### src/rtl/vga_frame_capture.sv
// vga_frame_capture: packs one frame of 4-bit pixels into 32-bit words written through a valid/ready port
module vga_frame_capture #(
  parameter int HOR_PXL    = 800,
  parameter int VER_PXL    = 600,
  parameter int VSYNC_POL  = 1,
  parameter int FIFO_DEPTH = 4,
  parameter int ADDR_WIDTH = 16,
  parameter int MEM_WORDS  = HOR_PXL * VER_PXL / 8
) (
  input  logic                  clk,
  input  logic                  rst_n,
  input  logic                  start,
  input  logic                  abort,
  input  logic [ADDR_WIDTH-1:0] base_word,
  input  logic                  vsync,
  input  logic                  de,
  input  logic [3:0]            color_number,
  output logic                  wr_valid,
  input  logic                  wr_ready,
  output logic [ADDR_WIDTH-1:0] wr_addr,
  output logic [31:0]           wr_data,
  output logic                  busy,
  output logic                  done,
  output logic                  overflow,
  output logic                  short_frame
);
  localparam int TOTAL = HOR_PXL * VER_PXL;
  localparam int CW = $clog2(TOTAL);
  localparam int PW = $clog2(FIFO_DEPTH);
  localparam logic [CW-1:0] LAST = CW'(TOTAL - 1);
  localparam logic [ADDR_WIDTH:0] MW = (ADDR_WIDTH + 1)'(MEM_WORDS);
  localparam logic VP = 1'(VSYNC_POL);
  typedef enum logic [2:0] {IDLE, WAIT_VSYNC, CAPTURE, DRAIN, DONE} state_t;
  state_t state;
  logic vsync_q, vedge, push, pop, empty, full, arm;
  logic [CW-1:0] pix_cnt;
  logic [27:0] sr;
  logic [ADDR_WIDTH-1:0] base, word_idx, push_addr;
  logic [ADDR_WIDTH:0] sum;
  logic [PW:0] wp, rp;
  logic [ADDR_WIDTH+31:0] mem [FIFO_DEPTH];
  logic [ADDR_WIDTH+31:0] head;
  assign vedge = (vsync_q != VP) && (vsync == VP);
  assign arm = start && !abort && (state == IDLE || state == DONE);
  assign push = state == CAPTURE && !abort && !vedge && de && &pix_cnt[2:0];
  assign sum = {1'b0, base} + {1'b0, word_idx};
  assign push_addr = ADDR_WIDTH'(sum >= MW ? sum - MW : sum);
  assign empty = wp == rp;
  assign full = (wp[PW] != rp[PW]) && (wp[PW-1:0] == rp[PW-1:0]);
  assign pop = wr_valid && wr_ready;
  assign head = mem[rp[PW-1:0]];
  assign wr_valid = !empty;
  assign wr_addr = empty ? '0 : head[ADDR_WIDTH+31:32];
  assign wr_data = empty ? '0 : head[31:0];
  // capture FSM: sync detection, pixel shifting, counters and status flags
  always_ff @(posedge clk) begin
    if (!rst_n) begin
      state <= IDLE;
      vsync_q <= VP;
      busy <= 1'b0;
      done <= 1'b0;
      short_frame <= 1'b0;
      pix_cnt <= '0;
      word_idx <= '0;
      sr <= '0;
      base <= '0;
    end else begin
      vsync_q <= vsync;
      if (abort) begin
        state <= IDLE;
        busy <= 1'b0;
        done <= 1'b0;
      end else case (state)
        IDLE, DONE: if (start) begin
          state <= WAIT_VSYNC;
          busy <= 1'b1;
          done <= 1'b0;
          base <= base_word;
          pix_cnt <= '0;
          word_idx <= '0;
          short_frame <= 1'b0;
        end
        WAIT_VSYNC: if (vedge) state <= CAPTURE;
        CAPTURE: if (vedge) begin
          short_frame <= 1'b1;
          state <= DRAIN;
        end else if (de) begin
          pix_cnt <= pix_cnt + 1'b1;
          sr <= {color_number, sr[27:4]};
          if (&pix_cnt[2:0]) word_idx <= word_idx + 1'b1;
          if (pix_cnt == LAST) state <= DRAIN;
        end
        DRAIN: if (empty) begin
          state <= DONE;
          busy <= 1'b0;
          done <= 1'b1;
        end
        default: state <= IDLE;
      endcase
    end
  end
  // fifo pointers and drop detection; a full fifo that is also popping still accepts the word
  always_ff @(posedge clk) begin
    if (!rst_n) begin
      wp <= '0;
      rp <= '0;
      overflow <= 1'b0;
    end else if (abort) begin
      wp <= '0;
      rp <= '0;
    end else begin
      if (pop) rp <= rp + 1'b1;
      if (push && (!full || pop)) wp <= wp + 1'b1;
      overflow <= arm ? 1'b0 : overflow | (push && full && !pop);
    end
  end
  // fifo storage, written only when the word is accepted
  always_ff @(posedge clk) begin
    if (push && (!full || pop)) mem[wp[PW-1:0]] <= {push_addr, color_number, sr};
  end
endmodule

### config.mk
export PLATFORM = sky130hd
export DESIGN_NAME = vga_frame_capture
export DESIGN_NICKNAME = d
export VERILOG_FILES = /design/src/rtl/vga_frame_capture.sv
export SDC_FILE = /design/constraint.sdc
export NUM_CORES = 1
export LEC_CHECK = 0
export ABC_AREA = 1
export BUFFER_PORTS_ARGS = -buffer_cell sky130_fd_sc_hd__buf_2
export CAP_MARGIN = 10
export CORE_MARGIN = 1.5
export CORE_UTILIZATION = 40
export DETAILED_ROUTE_END_ITERATION = 8
export HOLD_SLACK_MARGIN = 0.03
export PLACE_DENSITY = 0.66
export SETUP_SLACK_MARGIN = 0.15
export SLEW_MARGIN = 10
export SYNTH_ARGS = -nofsm -noshare
export SYNTH_HDL_FRONTEND = slang
export SYNTH_SLANG_ARGS = --single-unit
export TNS_END_PERCENT = 20
### constraint.sdc
create_clock -name clk -period 4.1 [get_ports clk]
set_input_delay 0.205 -clock clk [delete_from_list [all_inputs] [get_ports clk]]
set_output_delay 0.205 -clock clk [all_outputs]
set_load 0.02 [all_outputs]
# Yosys cells after proc, flatten, opt, wreduce, memory -nomap -nowiden
# Memories as Yosys holds them, arrays and structs flattened. A register that Yosys moved wholly into a read port is not among the register bits.
# Index checks and enable logic that the tools add are counted.
# totals
regBits,93
mem_bits_rw,192
inputBits,27
elab_cells,106
n_memories,1
# op_classes
add_sub_neg,6
n_lt_le_gt_ge,1
eq_ne,17
muxes,32
bitwise_logic,5
reduce_logical,32
# mem_list
memory,words,width,read_ports,rd_clocked_by_memory_dff,wr,line_no,rtl
mem,4,48,1,1,1,41,logic [ADDR_WIDTH+31:0] mem [FIFO_DEPTH];
# ops
operator,n
16-bit 2-to-1 mux,6
19-bit 2-to-1 mux,3
19-bit case mux with 2 select lines,1
32-bit 2-to-1 mux,1
16-bit case mux with 2 select lines,1
"19-bit by 1-bit adder with 19-bit output, second input constant",1
"19-bit equality test, second input constant",1
3-bit 2-to-1 mux,6
16-bit by 16-bit adder with 17-bit output,1
"17-bit by 16-bit >= comparator with 1-bit output, second input constant",1
"16-bit by 1-bit adder with 16-bit output, second input constant",1
"16-bit subtractor, second input constant",1
1-bit logical AND,12
"2-bit inequality test, second input constant",6
3-bit case mux with 4 select lines,1
5-bit AND reduction,2
3-bit AND reduction,3
1-bit 2-to-1 mux,8
4-bit AND reduction,2
"3-bit by 1-bit adder with 3-bit output, second input constant",2
"3-bit by 2-bit equality test with 1-bit output, second input constant",2
1-bit case mux with 2 select lines,3
6-bit AND reduction,1
1-bit zero test,5
other kinds (15),22

# Longest topological paths before layout
# depth
depth_word,10
ltp_mapped,18
ltp_nobuf,18

# Least setup slack after synthesis
# No wires, ideal clock.
# synth_path
path_kind,register to register
startpoint,reg state[0]
endpoint,reg wp[2]
setup_time_ns,0.083
arrival_time_ns,3.534
path_slack_ns,0.483
stages_incl_launch_ff,10
path_buffers,0
path_cell_list,dfxtp_1 inv_2 nand3_2 nor4_1 inv_1 nor2_1 nand2_1 nor2_1 o21ai_0 a21oi_1
# synth_via
elab_chain_cells,6
# synth_rtl
element,line_no,rtl
"start, declared",34,state_t state;
"start signal, assigned",58,state <= IDLE;
"start signal, assigned",70,state <= IDLE;
"start signal, assigned",75,state <= WAIT_VSYNC;
3-bit by 2-bit equality test with 1-bit output,45,assign push = state == CAPTURE && !abort && !vedge && de && &pix_cnt[2:0];
1-bit logical AND (4 in a row),45,
1-bit logical AND,113,if (push && (!full || pop)) wp <= wp + 1'b1;
"end signal, assigned",113,
"end, declared",40,"logic [PW:0] wp, rp;"
# No other way between the ends.
# A chain may end at the register's enable or synchronous reset.

# Worst setup path in the final report
# layout_path
startpoint,reg word_idx[0]
endpoint,mem mem[0][42] (netlist bit) (data pin)
# layout_via
elab_chain_cells,3
# layout_rtl
element,line_no,rtl
"start, declared",38,"logic [ADDR_WIDTH-1:0] base, word_idx, push_addr;"
"start signal, assigned",90,if (&pix_cnt[2:0]) word_idx <= word_idx + 1'b1;
16-bit by 16-bit adder with 17-bit output *,46,"assign sum = {1'b0, base} + {1'b0, word_idx};"
16-bit subtractor / 17-bit by 16-bit >= comparator with 1-bit output (equally long branches),47,assign push_addr = ADDR_WIDTH'(sum >= MW ? sum - MW : sum);
16-bit 2-to-1 mux *,47,
named net push_addr[10],38,
"end, declared",41,
# The timed path passes the listed nets; every way through them passes the cells marked *.

==> qor.csv <==
stage;metric;value;unit
logic_synthesis;asr flop ratio synth;0;%
placement;dpl ws;1.00;ns
cts;TritonCTS buffer count;28;
floorplan;DIE AREA;0.0342;mm2
critical_path;critical path fanouts, max;12;
routing;vias per cell;4.98;
sta;worst-case clock skew;0.0268;ns
routing;Iter 0 DRT Violations;688;
cts;Setup Buffers After CTS;0;
sta;Setup TNS Final;0;ns
grt;largest net degree at the start of global routing;97;
cts;H-tree depth;1;
placement;global placement routability congestion;0.896;
sta;Final setup viols;0;
cts;Root Driver;clkbuf_16;
cts;clk_lat worst skew;0.56;ns
sta;WHS;0.0717;ns
critical_path;Critical Path AT;3.37;ns
sta;Max Fclk;324;MHz
finish;Filler cells;3083;
critical_path;crit end category;flip-flop;
power_and_ir_drop;P_leak;0.00632;uW
routing;vias after detailed routing;9977;
grt;first-pass GRT wire length;47.2;mm
logic_synthesis;Synth Cell Area;0.0133;mm2
logic_synthesis;Avg Inst Size Synth;9.14;um2
cts;CTS tree;yes;
logic_synthesis;Post-Synthesis Cells;1450;
critical_path;Crit Path Class;flip-flop to flip-flop;
placement;hpwl dp;18.3;mm
placement;IO buf count;79;
routing;WL per Instance;14.3;um
grt;remaining global-route overflow;0;
grt;initial antenna violation count;0;
finish;layout cells sized above 1;13.7;%
routing;Pre-antenna DRT Iters;5;
cts;Reg clk slew, reported paths;0.06;ns
sta;Hold Fails Final Rpt;0;
power_and_ir_drop;PwrDens;389;mW/mm2
cts;CTS Buffer Depth;3;
sta;final setup margin;1.01;ns
logic_synthesis;sequential fraction of the synthesis area;57.8;%
logic_synthesis;Post-Syn Nets;1503;
finish;Final #Nets;1591;
logic_synthesis;EDFF count, synth;192;
finish;Antenna Cells;0;
finish;most frequent cells in the layout;294 x nor2_1, 231 x nand2_1, 192 x edfxtp_1;
cts;post-cts resize count;0;
critical_path;Worst R2R Setup Slack;1.01;ns
sta;RSZ-0062 raised after global routing;false;
sta;Slew @ Worst Pin;0.991;ns
min_path;Worst Hold Class;input port to flip-flop;
critical_path;Worst Path Required;4.38;ns
floorplan;Std-Cell Rows;66;
finish;most common cell after layout, fill and taps aside;nor2_1;
floorplan;Starting Density;40.6;%
sta;Rel. slew slack;33.9;%
sta;Tmin final;3.09;ns
grt;Global Route Usage Sum;17.1;%
cts;clk sink count;287;
floorplan;# IOs;80;
logic_synthesis;Yosys reg bits;287;
logic_synthesis;Cell variety after synth;40;
routing;final wirelength;28.6;mm
power_and_ir_drop;maximum vdd drop;0.000338;V
floorplan;core footprint;0.0326;mm2
routing;Residual DRC;0;
floorplan;Die Y;185;um
job;Max-Cap Viols;0;
cts;Hold-fix buffers, CTS;22;
logic_synthesis;yosys warns;0;
status;outcome;completed;
grt;vias in the first global route;9509;
logic_synthesis;commonest register cell after synthesis;edfxtp_1;
sta;crit share post-route;75.3;%
floorplan;die span in x;185;um
critical_path;Critical Path Start Type;flip-flop;
routing;Post-DRT Antenna Nets;0;
sta;final slew viol count;0;
finish;Area growth syn-to-layout;15.1;%
==> through the flow <==
stage / util, % / cells / power, uW / cell area [um2]
after floorplan: - / 1450 / 3380 / 13300
after global placement: 43.3 / 1928 / 3460 / 14100
after detailed placement: 43.3 / 1928 / 3460 / 14100
after CTS: 46.8 / 2002 / 5990 / 15300
after global routing: 46.8 / 2002 / 6140 / 15300
final: 46.8 / 2002 / 5930 / 15300
==> cell type report <==
type                            count  area, um2  share of cell area (%)
Timing Repair Buffer              115        746                    4.89
Multi-Input combinational cell    952       4800                    31.5
Tap cell                          442        553                    3.62
Clock buffer                       44        822                    5.39
Inverter                          154        578                    3.79
Sequential cell                   287       7670                    50.3
Clock inverter                      8       92.6                   0.607
==> state kept, by name, summed over array words and instances, names as in the netlist, 3 cells and up, named ones only <==
name and count:
base 16, sr 28, word_idx 16, wp 3
state 3, pix_cnt 19, rp 3, mem 192
==> per-layer routing <==
metal	vias to the layer above	wire [um]	track usage (%)
li1	5053	-	-
met1	4678	13800	23.4
met2	202	13100	29.0
met3	44	1100	2.10
met4	0	529	3.67
met5	-	0	0
==> power breakdown <==
group | switching (uW) | total [uW] | internal (uW)
combinational | 193 | 291 | 97.7
clock | 1070 | 2510 | 1450
sequential | 23.3 | 3130 | 3110
total | 1280 | 5930 | 4650
==> Yosys cell counts, drive strengths merged (2+ instances only) <==
cell | count | area (um2)
o21bai | 2 | 15.0
ha | 25 | 313
clkbuf | 43 | 161
o21ai | 122 | 614
nand2 | 256 | 1030
inv | 152 | 571
nand4 | 12 | 75.1
nor3 | 12 | 60.1
xor2 | 12 | 105
a21oi | 47 | 250
a211oi | 3 | 22.5
clkinv | 2 | 7.51
edfxtp | 192 | 5770
buf | 14 | 88.8
dfxtp | 95 | 1900
a31oi | 4 | 25.0
o32ai | 48 | 420
nand3 | 80 | 465
nor4 | 7 | 43.8
nor2 | 315 | 1260
==> worst paths after layout <==
check,from,to,depth (start not counted)
setup / recovery,word_idx[0],mem[0][42],17
hold / removal,wr_ready,flip-flop,4
setup reg to reg,word_idx[0],mem[0][42],17
hold reg to reg,done,done,2
==> worst max-delay path, cell delays in order (launching register included) <==
cell and delay, ns:
dfxtp_1 0.34, ha_1 0.24, fa_1 0.45, nand2_1 0.09, nand2_1 0.05, nand3_1 0.08
nand2_1 0.08, nand2_1 0.06, nand2_1 0.10, ha_1 0.24, inv_1 0.07, nand3_2 0.11
nand3_2 0.11, nand2_2 0.08, nand2_2 0.19, nand3_2 0.27, nand2_1 0.13, nand2_1 0.13
==> logic make-up after synthesis <==
family,synth area share (%)
AND/OR/NAND/NOR,22.3
flip-flops,57.8
AO/OA/AOI/OAI,10.3
buffers and inverters,6.25
adder cells (fa/ha/maj),2.51
XOR/XNOR,0.859
No activity file was read; power rests on OpenSTA's default activity.
